--- src/rtl/uart_loader_pkg.sv ---
// uart_loader_pkg: shared RX state encoding and baud divisor helper
package uart_loader_pkg;
  typedef enum logic [1:0] {RX_IDLE, RX_START, RX_DATA, RX_STOP} rx_state_t;
  function automatic int clks_per_bit(input int clk_hz, input int baud);
    return clk_hz / baud;
  endfunction
endpackage

--- src/rtl/uart_rx_byte.sv ---
// uart_rx_byte: rx synchroniser, 8N1 receive FSM and bit timer
module uart_rx_byte
  import uart_loader_pkg::*;
#(
  parameter int CPB = 16
) (
  input  logic       clk,
  input  logic       Rst,
  input  logic       enable,
  input  logic       rx,
  output logic [7:0] byte_q,
  output logic       byte_valid,
  output logic       frame_err
);
  localparam int TW = $clog2(CPB);
  localparam logic [TW-1:0] FULL = TW'(CPB - 1);
  localparam logic [TW-1:0] HALF = TW'(CPB / 2 - 1);
  logic [1:0] sync;
  logic rxs;
  rx_state_t state, state_n;
  logic [TW-1:0] timer, timer_n;
  logic [2:0] bit_idx, bit_idx_n;
  logic [7:0] shift, shift_n;
  logic valid_n, err_n;
  assign rxs = sync[1];
  assign byte_q = shift;
  always_comb begin
    state_n = state;
    timer_n = timer + 1'b1;
    bit_idx_n = bit_idx;
    shift_n = shift;
    valid_n = 1'b0;
    err_n = 1'b0;
    case (state)
      RX_IDLE: begin
        timer_n = '0;
        bit_idx_n = '0;
        state_n = rxs ? RX_IDLE : RX_START;
      end
      RX_START: if (timer == HALF) begin
        timer_n = '0;
        state_n = rxs ? RX_IDLE : RX_DATA;
      end
      RX_DATA: if (timer == FULL) begin
        timer_n = '0;
        shift_n = {rxs, shift[7:1]};
        bit_idx_n = bit_idx + 1'b1;
        state_n = (bit_idx == 3'd7) ? RX_STOP : RX_DATA;
      end
      RX_STOP: if (timer == FULL) begin
        timer_n = '0;
        state_n = RX_IDLE;
        valid_n = rxs;
        err_n = ~rxs;
      end
      default: state_n = RX_IDLE;
    endcase
    if (!enable) begin
      state_n = RX_IDLE;
      timer_n = '0;
      valid_n = 1'b0;
      err_n = 1'b0;
    end
  end
  always_ff @(posedge clk) begin
    if (Rst) begin
      sync <= 2'b11;
      state <= RX_IDLE;
      timer <= '0;
      bit_idx <= '0;
      shift <= '0;
      byte_valid <= 1'b0;
      frame_err <= 1'b0;
    end else begin
      sync <= {sync[0], rx};
      state <= state_n;
      timer <= timer_n;
      bit_idx <= bit_idx_n;
      shift <= shift_n;
      byte_valid <= valid_n;
      frame_err <= err_n;
    end
  end
endmodule

--- src/rtl/uart_imem_loader.sv ---
// uart_imem_loader: UART boot loader packing bytes into little-endian imem words
module uart_imem_loader
  import uart_loader_pkg::*;
#(
  parameter int CLK_HZ = 100_000_000,
  parameter int BAUD   = 115_200,
  parameter int ADDR_W = 12
) (
  input  logic              clk,
  input  logic              Rst,
  input  logic              prog,
  input  logic              rx,
  output logic [31:0]       imem_din,
  output logic [ADDR_W-1:0] imem_addr,
  output logic              imem_wea,
  output logic              prog_ena,
  output logic [ADDR_W-2:0] word_cnt,
  output logic              frame_err
);
  localparam int CPB = clks_per_bit(CLK_HZ, BAUD);
  logic [7:0] byte_q;
  logic byte_valid;
  logic [1:0] byte_idx;
  logic [23:0] word_lo;
  logic [ADDR_W-1:0] word_addr;
  logic rise;
  assign rise = prog & ~prog_ena;
  uart_rx_byte #(.CPB(CPB)) u_rx (
    .clk(clk),
    .Rst(Rst),
    .enable(prog_ena),
    .rx(rx),
    .byte_q(byte_q),
    .byte_valid(byte_valid),
    .frame_err(frame_err)
  );
  // the three earlier bytes shift down so the fourth lands directly on top
  always_ff @(posedge clk) begin
    if (Rst) begin
      prog_ena <= 1'b0;
      imem_wea <= 1'b0;
      imem_din <= '0;
      imem_addr <= '0;
      word_cnt <= '0;
      byte_idx <= '0;
      word_lo <= '0;
      word_addr <= '0;
    end else begin
      prog_ena <= prog;
      imem_wea <= 1'b0;
      if (rise) begin
        byte_idx <= '0;
        word_addr <= '0;
        word_cnt <= '0;
      end else if (!prog) begin
        byte_idx <= '0;
      end else if (byte_valid) begin
        byte_idx <= byte_idx + 1'b1;
        word_lo <= {byte_q, word_lo[23:8]};
        if (byte_idx == 2'd3) begin
          imem_wea <= 1'b1;
          imem_din <= {byte_q, word_lo};
          imem_addr <= word_addr;
          word_addr <= word_addr + ADDR_W'(4);
          if (~&word_cnt) word_cnt <= word_cnt + 1'b1;
        end
      end
    end
  end
endmodule

--- config.mk ---
export PLATFORM = sky130hd
export DESIGN_NAME = uart_imem_loader
export DESIGN_NICKNAME = d
export VERILOG_FILES = /design/src/rtl/uart_loader_pkg.sv /design/src/rtl/uart_rx_byte.sv /design/src/rtl/uart_imem_loader.sv
export SDC_FILE = /design/constraint.sdc
export NUM_CORES = 1
export LEC_CHECK = 0
export CORE_ASPECT_RATIO = 1.2
export CORE_MARGIN = 2
export CORE_UTILIZATION = 62
export DETAILED_ROUTE_END_ITERATION = 10
export DONT_BUFFER_PORTS = 1
export PLACE_DENSITY = 0.83
export SYNTH_ARGS = -nofsm -noshare
export SYNTH_HDL_FRONTEND = slang
export SYNTH_SLANG_ARGS = --single-unit
export TNS_END_PERCENT = 20
--- constraint.sdc ---
create_clock -name clk -period 2.2 [get_ports clk]
set_input_delay 0.33 -clock clk [delete_from_list [all_inputs] [get_ports clk]]
set_output_delay 0.33 -clock clk [all_outputs]
set_load 0.01 [all_outputs]
# Yosys cells after proc, flatten, opt, wreduce, memory -nomap -nowiden
# Index checks and enable logic that the tools add are counted.
[totals]
inputBits = 4
register_bits = 122
output_inout_bits = 58
word_cells = 68
[op_classes]
eq_ne = 10
bitwise = 9
n_reduce_logical = 16
addsub = 5
muxes = 13
[op_table]
columns = ["cell", "count"]
rows = [
  ["10-bit case mux with 3 select lines", 1],
  ["10-bit two-way mux", 2],
  ["12-bit by 3-bit adder with 12-bit output, second input constant", 1],
  ["11-bit by 1-bit adder with 11-bit output, second input constant", 1],
  ["11-bit AND reduction", 1],
  ["10-bit by 1-bit adder with 10-bit output, second input constant", 1],
  ["10-bit equality test, second input constant", 1],
  ["10-bit by 9-bit equality test with 1-bit output, second input constant", 1],
  ["3-bit AND reduction", 3],
  ["2-bit two-way mux", 4],
  ["1-bit NOT", 8],
  ["2-bit case mux with 4 select lines", 1],
  ["4-bit AND reduction", 2],
  ["4-bit OR reduction", 2],
  ["2-bit equality test, second input constant", 3],
  ["2-bit by 1-bit inequality test with 1-bit output, second input constant", 3],
  ["3-bit case mux with 2 select lines", 1],
  ["2-bit OR reduction", 3],
  ["2-bit AND reduction", 2],
  ["3-bit by 1-bit adder with 3-bit output, second input constant", 1],
  ["3-bit equality test, second input constant", 1],
  ["1-bit two-way mux", 3],
  ["3-bit two-way mux", 1],
  ["3-bit OR reduction", 1],
  ["other kinds (5)", 5],
]

# Logic depth before layout (Yosys ltp)
# Gate-level depths: netlist of the first run.
[depth]
word_depth = 4
mapped_depth = 8

# By module
# From an unflattened synthesis of the first run, not the netlist that was laid out.
[unflattened]
cells_unflattened = 539
area_unflattened_um2 = 4591.9
[modules_own_cells]
columns = ["mod", "n_inst", "cells_per_inst", "area_each_um2", "seq_area_each_um2"]
rows = [
  ["uart_imem_loader", 1, 419, 3420.8, 1821.7],
  ["uart_rx_byte", 1, 120, 1171.1, 540.5],
]

# Least setup slack after synthesis of the first run
# OpenSTA, ideal clock, no wires.
[synth_timing]
kind = "register -> register"
startpoint = "register u_rx.timer[0]"
endpoint = "register u_rx.timer[2]"
path_stages_with_launch = 6
path_slack_ps = 686
n_path_buf = 0
setup_ps = 129
arrival_ps = 1385
cell_sequence = "dfxtp_1 ha_1 and2_1 and3_2 a2bb2oi_2 nor2_1"
[synth_via]
elab_chain_cells = 3
elab_cells_between_ends = 6
[synth_rtl]
columns = ["element", "line", "rtl"]
rows = [
  ["from (decl)", "uart_rx_byte.sv:21", "logic [TW-1:0] timer, timer_n;"],
  ["from (signal assigned)", "uart_rx_byte.sv:77", "timer <= timer_n;"],
  ["10-bit by 1-bit adder with 10-bit output, or another cell as far along", "uart_rx_byte.sv:29", "timer_n = timer + 1'b1;"],
  ["10-bit two-way mux (on tied branches)", "uart_rx_byte.sv:44, uart_rx_byte.sv:50, uart_rx_byte.sv:40", ""],
  ["10-bit case mux with 3 select lines (*)", "uart_rx_byte.sv:34", "case (state)"],
]
# Every way passes the cells marked *; elsewhere a longest branch is shown, timed or not.
# A chain may end at the register's enable or synchronous reset.

# Final worst setup path of the first run
[layout_timing]
startpoint = "register byte_idx[0]"
endpoint = "register word_cnt[5]"
[layout_via]
elab_chain_cells = 2
[layout_rtl]
columns = ["element", "line", "rtl"]
rows = [
  ["from (decl)", "uart_imem_loader.sv:23", "logic [1:0] byte_idx;"],
  ["from (signal assigned)", "uart_imem_loader.sv:58", "byte_idx <= byte_idx + 1'b1;"],
  ["2-bit equality test", "uart_imem_loader.sv:60", "if (byte_idx == 2'd3) begin"],
  ["4-bit AND reduction (no line)", "--", ""],
  ["to (signal assigned)", "uart_imem_loader.sv:65", "if (~&word_cnt) word_cnt <= word_cnt + 1'b1;"],
  ["to (decl)", "uart_imem_loader.sv:17", "output logic [ADDR_W-2:0] word_cnt,"],
]
# Every way passes these cells.

==> impl_metrics.yaml, run 1 <==
outcome:
  status: "completed"
clock_network:
  clkLatencyLatePin_ns: 0.50
  cts_root_buf: "clkbuf_8"
  cts_buffer_depth: 2
  cts-htree-levels: 4
  numCtsBuffers: 17
  clock-sinks: 118
  cts_resized: 0
  clkTransAtPathRegs_ns: 0.06
  cts_tree: "done"
yosys:
  avgSynthCellArea_um2: 9.18
  ys_seq_area_share_pct: 52.2
  synth_area_um2: 4530
  synthDistinctLibCells: 51
  synth_ff_type: "dfxtp_1"
  synth_top_area_cell: "dfxtp_1"
  synth_edf_count: 0
  synth_cells: 493
  synth_area_leaders: "dfxtp_1, nand2_1, a21oi_1, a22o_1, nor2_1"
  ys_warn_count: 0
  postSynth.asyncResetShare_pct: 0
  yosys.area.top_type_share_pct: 52.2
  synth_seq_cells: 118
setup_path:
  arrival_ns: 2.17
  required_ns: 2.56
  cp_max_fo: 9
  crit_type: "flip-flop to flip-flop"
  cp-start-kind: "flip-flop"
  r2r_start: "byte_idx[0]"
  startpoint: "byte_idx[0]"
  endpoint_kind: "flip-flop"
drt:
  vias: 3458
  drt_iter0_drc: 229
  firstDrtPassIters: 4
  via_per_inst: 5.84
  wl_per_cell_um: 15.0
  drc: 0
  routed_wirelength_um: 8860
  ant_nets: 0
floorplanning:
  core_um2: 7150
  start_util_pct: 63.3
  row_count: 34
  ios: 62
  die_x_um: 82
  die_area_um2: 8000
  die_h_um: 97.6
power_and_ir_drop:
  p_per_area_nw_per_um2: 974
  vdd_drop_max_mv: 0.649
  p_leak_nw: 1.77
sta:
  worst_pin_slew_ns: 0.628
  holdWs_ns: 0.0614
  finClkSkew_ns: 0.00554
  slew_headroom_pct: 58.1
  rsz0062_at_grt: "no"
  tns_ns: 0
  slew_viol_final: 0
  post-route-period-util_pct: 82.2
  period_needed_ns: 1.81
  clock.fmax_mhz: 553
  final-setup-viol-count: 0
  hold_viol: 0
layout:
  diodes: 0
  syn_to_final_growth_pct: 13.9
  fin_nets: 501
  n_fill_cell: 509
  final_util_pct: 72.1
  fin_area_um2: 5150
  drive_gt1_share_pct: 9.56
placed_design:
  numPortBuffers: 0
  hpwl_um: 5550
  placed_area_um2: 4500
  routabilityCongestion: 0.812
min_path:
  worstHoldStart: "Rst"
  hp-class: "primary input to flip-flop"
run:
  cap_violations: 0
global_routing:
  grt_use_total_pct: 23.0
  overflow: 0
  antenna_found_initial: 0
  grt_pass1_vias: 3274
  grt_pass1_wl_um: 14300
  grt_start_max_net_pins: 58
[power breakdown]
part | switching, mW | total [mW] | leakage [nW] | internal [mW]
registers | 0.00428 | 2.14 | 0.951 | 2.14
logic | 0.0361 | 0.0482 | 0.528 | 0.0120
clock network | 0.983 | 2.83 | 0.295 | 1.85
[worst paths after layout]
path | cells past startpoint | endpoint | slack (ns)
setup / recovery | 5 | word_cnt[5] | 0.39
hold / removal | 2 | u_rx.state[0] | 0.06
setup reg to reg | 5 | word_cnt[5] | 0.39
hold reg to reg | 1 | u_rx.sync[1] | 0.41
[what timing repair did]
action	in CTS	in global routing
hold endpoints to repair	57	0
setup buffers	0	0
hold buffers	3	0
endpoints found under the setup margin	0	0
[stage by stage]
stage / total power, mW / setup slack [ns] / std cells
2_1_floorplan: 2.23 / 0.686 / 494
3_3_place_gp: 2.22 / 0.515 / 558
3_5_place_dp: 2.22 / 0.436 / 558
4_1_cts: 5.05 / 0.399 / 592
5_1_grt: 5.15 / 0.195 / 592
6_report: 5.02 / 0.391 / 592
[cell usage after synthesis (all sizes together) (7+ instances only)]
| cell type | count |
|---|---|
| nand2 | 107 |
| a21oi | 55 |
| xor2 | 12 |
| mux2i | 9 |
| and2 | 7 |
| nand4 | 9 |
| nand3 | 13 |
| clkbuf | 13 |
| ha | 7 |
| a22o | 23 |
| dfxtp | 118 |
| buf | 16 |
| and3 | 7 |
| nor2 | 33 |
| xnor2 | 7 |
[cell usage in the layout, fill, tap and decap left out, drive strengths merged, types with 6 or more instances in the layout]
| master | n |
|---|---|
| a21oi | 55 |
| a22o | 23 |
| and2 | 7 |
| and3 | 7 |
| clkbuf | 17 |
| dfxtp | 118 |
| ha | 7 |
| inv | 8 |
| mux2i | 9 |
| nand2 | 107 |
| nand3 | 13 |
| nand4 | 9 |
| nor2 | 33 |
| o21ai | 6 |
| xnor2 | 7 |
| xor2 | 12 |
[worst max-delay path, stage by stage, from the launching register on]
cell      delay, ns
dfxtp_1        0.35
ha_1           0.26
and3_1         0.40
nand2_1        0.17
o311ai_0       0.36
o41ai_1        0.13
[sequential cells by signal, indices dropped and copies added (netlist names), named ones only]
signal           cells
byte_idx             2
prog_ena             1
word_cnt            11
u_rx.frame_err       1
imem_wea             1
u_rx.bit_idx         3
imem_addr           10
word_addr           10
u_rx.byte_valid      1
u_rx.state           1
imem_din            32
u_rx.timer          10
u_rx.sync            2
word_lo             24
u_rx.byte_q          8
[logic make-up (layout without fill, tap and decap cells)]
logic type / count (synthesis) / in the layout / synth area share [%]
AND/OR/NAND/NOR: 204 / 204 / 21.5
XOR/XNOR: 19 / 19 / 3.68
flip-flops: 118 / 118 / 52.2
buffers and inverters: 34 / 42 / 4.09
other: 1 / 2 / 0.0828
multiplexers: 9 / 9 / 1.99
adder cells (fa/ha/maj): 7 / 7 / 1.93
AO/OA/AOI/OAI: 101 / 101 / 14.5
[area by class of cell]
type / instances / area [um^2] / share of cell area [%]
flip-flops and latches: 118 / 2360 / 45.8
multi-input cells: 342 / 1980 / 38.5
clock buffers: 17 / 414 / 8.03
clock inverters: 14 / 201 / 3.91
well taps: 90 / 113 / 2.18
repair buffers: 6 / 62.6 / 1.21
inverters: 5 / 18.8 / 0.364
[layer usage]
layer  wire length (um)  vias up  GRT usage, %
li1                   -     1716             -
met1               3740     1638          25.7
met2               4490       92          38.4
met3                505       12          9.01
met4                118        0          8.97
met5                  0        -             0
Power figures use the tool's default switching activity.
==> inputs of run 2 (changes only) <==
==> constraint.sdc (replaced) <==
create_clock -name clk -period 1.8 [get_ports clk]
set_input_delay 0.27 -clock clk [delete_from_list [all_inputs] [get_ports clk]]
set_output_delay 0.27 -clock clk [all_outputs]
set_load 0.01 [all_outputs]
==> run 2 against run 1 <==
Compared with the run above:
- maximum frequency up 7.5%
- clock power up 13%
- critical path depth unchanged
- critical path type unchanged
==> impl_metrics.yaml, run 2 (same netlist as run 1, synthesis figures left out) <==
outcome:
  status: "completed"
setup_path:
  slowest_delay_ns: 0.36
  worstPathBufferInverterCount: 0
  arrival_ns: 2.06
  crit_chain: "ha_2 -> and3_1 -> nand2_1 -> o311ai_0 -> o41ai_1"
  required_ns: 2.17
  critPathTopFamily: "compound AO/OA/AOI/OAI gates"
  endpoint_kind: "flip-flop"
  critPathSlowestCell: "dfxtp_1"
  crit_type: "flip-flop to flip-flop"
  cp-start-kind: "flip-flop"
  cp_max_fo: 6
drt:
  vias: 3501
  firstDrtPassIters: 4
  drt_iter0_drc: 175
  wl_per_cell_um: 15.3
  ant_nets: 0
  drc: 0
  routed_wirelength_um: 9220
  via_per_inst: 5.83
sta:
  post-route-period-util_pct: 93.4
  tns_ns: 0
  slew_viol_final: 0
  final-setup-viol-count: 0
  worst_pin_slew_ns: 0.505
  slew_headroom_pct: 66.4
  rsz0062_at_grt: "no"
  period_needed_ns: 1.68
  finClkSkew_ns: 0.00800
  clock.fmax_mhz: 595
  hold_viol: 0
clock_network:
  cts_root_buf: "clkbuf_8"
  clock-sinks: 118
  numCtsBuffers: 17
  clkTransAtPathRegs_ns: 0.06
  cts_buffer_depth: 2
  clkLatencyLatePin_ns: 0.51
  cts-htree-levels: 4
  post_cts_buffers: 0
  cts_tree: "done"
floorplanning:
  die_h_um: 97.6
  ios: 62
  start_util_pct: 63.3
  row_count: 34
  core_um2: 7150
  die_area_um2: 8000
  die_x_um: 82
placed_design:
  routabilityCongestion: 0.929
  numPortBuffers: 0
  placed_area_um2: 4570
  hpwl_um: 5890
global_routing:
  grt_start_max_net_pins: 59
  grt_pass1_wl_um: 15200
  grt_use_total_pct: 24.6
  antenna_found_initial: 0
  grt_pass1_vias: 3312
  overflow: 0
layout:
  largest_reg_flops: 32
  syn_to_final_growth_pct: 14.8
  diodes: 0
  top_register: "imem_din"
  final_util_pct: 72.7
  drive_gt1_share_pct: 11.5
  fin_area_um2: 5200
  final_common_cell: "dfxtp_1"
  final_cell_mix: "dfxtp_1, nand2_1, a21oi_1, nor2_1, a22o_1"
  fin_nets: 509
  reg_top3: "imem_din x32, word_lo x24, word_cnt x11"
power_and_ir_drop:
  p_per_area_nw_per_um2: 1130
  vdd_drop_max_mv: 0.809
  switching_power_mw: 1.25
  power_frac_clock_pct: 54.4
  p_leak_nw: 1.80
  internal_power_mw: 4.65
  pwr-share-seq_pct: 44.5
  swShare_pct: 21.2
  pwr-share-comb_pct: 1.1
min_path:
  hp-class: "primary input to flip-flop"
run:
  cap_violations: 0
[run 2: cell count changes in the layout (fill, tap and decap cells not counted)]
cell | before | now
ha_2 | 0 | 1
buf_12 | 1 | 2
bufinv_16 | 4 | 2
ha_1 | 7 | 6
clkinvlp_4 | 2 | 3
a21oi_2 | 0 | 1
a21oi_1 | 55 | 54
clkinv_2 | 1 | 3
clkbuf_8 | 1 | 2
buf_4 | 3 | 10
clkinv_4 | 4 | 3
[run 2: path summary, 6_finish.rpt]
path	cells after the start	slack, ns	endpoint	startpoint
min reg2reg	1	0.41	u_rx.sync[1]	u_rx.sync[0]
max reg2reg	5	0.12	word_cnt[5]	byte_idx[0]
max	5	0.12	word_cnt[5]	byte_idx[0]
min	2	0.02	u_rx.state[0]	Rst
[run 2: repair_timing]
| action | 4_1_cts | 5_1_grt |
|---|---|---|
| gates resized for setup | 0 | 2 |
| hold buffers | 3 | 0 |
| endpoints found under the hold margin | 60 | 0 |
| endpoints found under the setup margin | 0 | 3 |
[run 2: cell type report]
| type | instances | area [um^2] |
|---|---|---|
| flip-flops and latches | 118 | 2360 |
| multi-input cells | 342 | 1990 |
| fillers | 507 | 1950 |
| clock buffers | 18 | 428 |
| clock inverters | 14 | 150 |
| repair buffers | 14 | 135 |
| well taps | 90 | 113 |
| inverters | 5 | 18.8 |
[run 2: layer usage]
| layer | vias up | share of wire, % | global-route usage [%] |
|---|---|---|---|
| met5 | - | 0 | 0 |
| met4 | 0 | 1.1 | 8.46 |
| met3 | 10 | 5.8 | 9.67 |
| met2 | 90 | 51 | 41.0 |
| met1 | 1670 | 42 | 28.1 |
| li1 | 1731 | - | - |
[run 2: power by group through the flow]
| stage | combinational [mW] | sequential [mW] | clock (mW) |
|---|---|---|---|
| 2_1_floorplan | 0.0538 | 2.68 | 0 |
| 3_3_place_gp | 0.0342 | 2.68 | 0 |
| 3_5_place_dp | 0.0355 | 2.68 | 0 |
| 4_1_cts | 0.0627 | 2.62 | 3.24 |
| 5_1_grt | 0.0684 | 2.62 | 3.37 |
| 6_report | 0.0635 | 2.62 | 3.21 |
[run 2: through the flow]
stage	cells	setup WS [ns]	total power [mW]	hold slack (ns)
after floorplan	494	0.286	2.73	0.374
after global placement	566	0.212	2.71	0.352
after detailed placement	566	0.102	2.71	0.353
after CTS	601	0.0751	5.93	0.00554
after global routing	601	0.00719	6.06	0.0164
final	601	0.118	5.89	0.0233
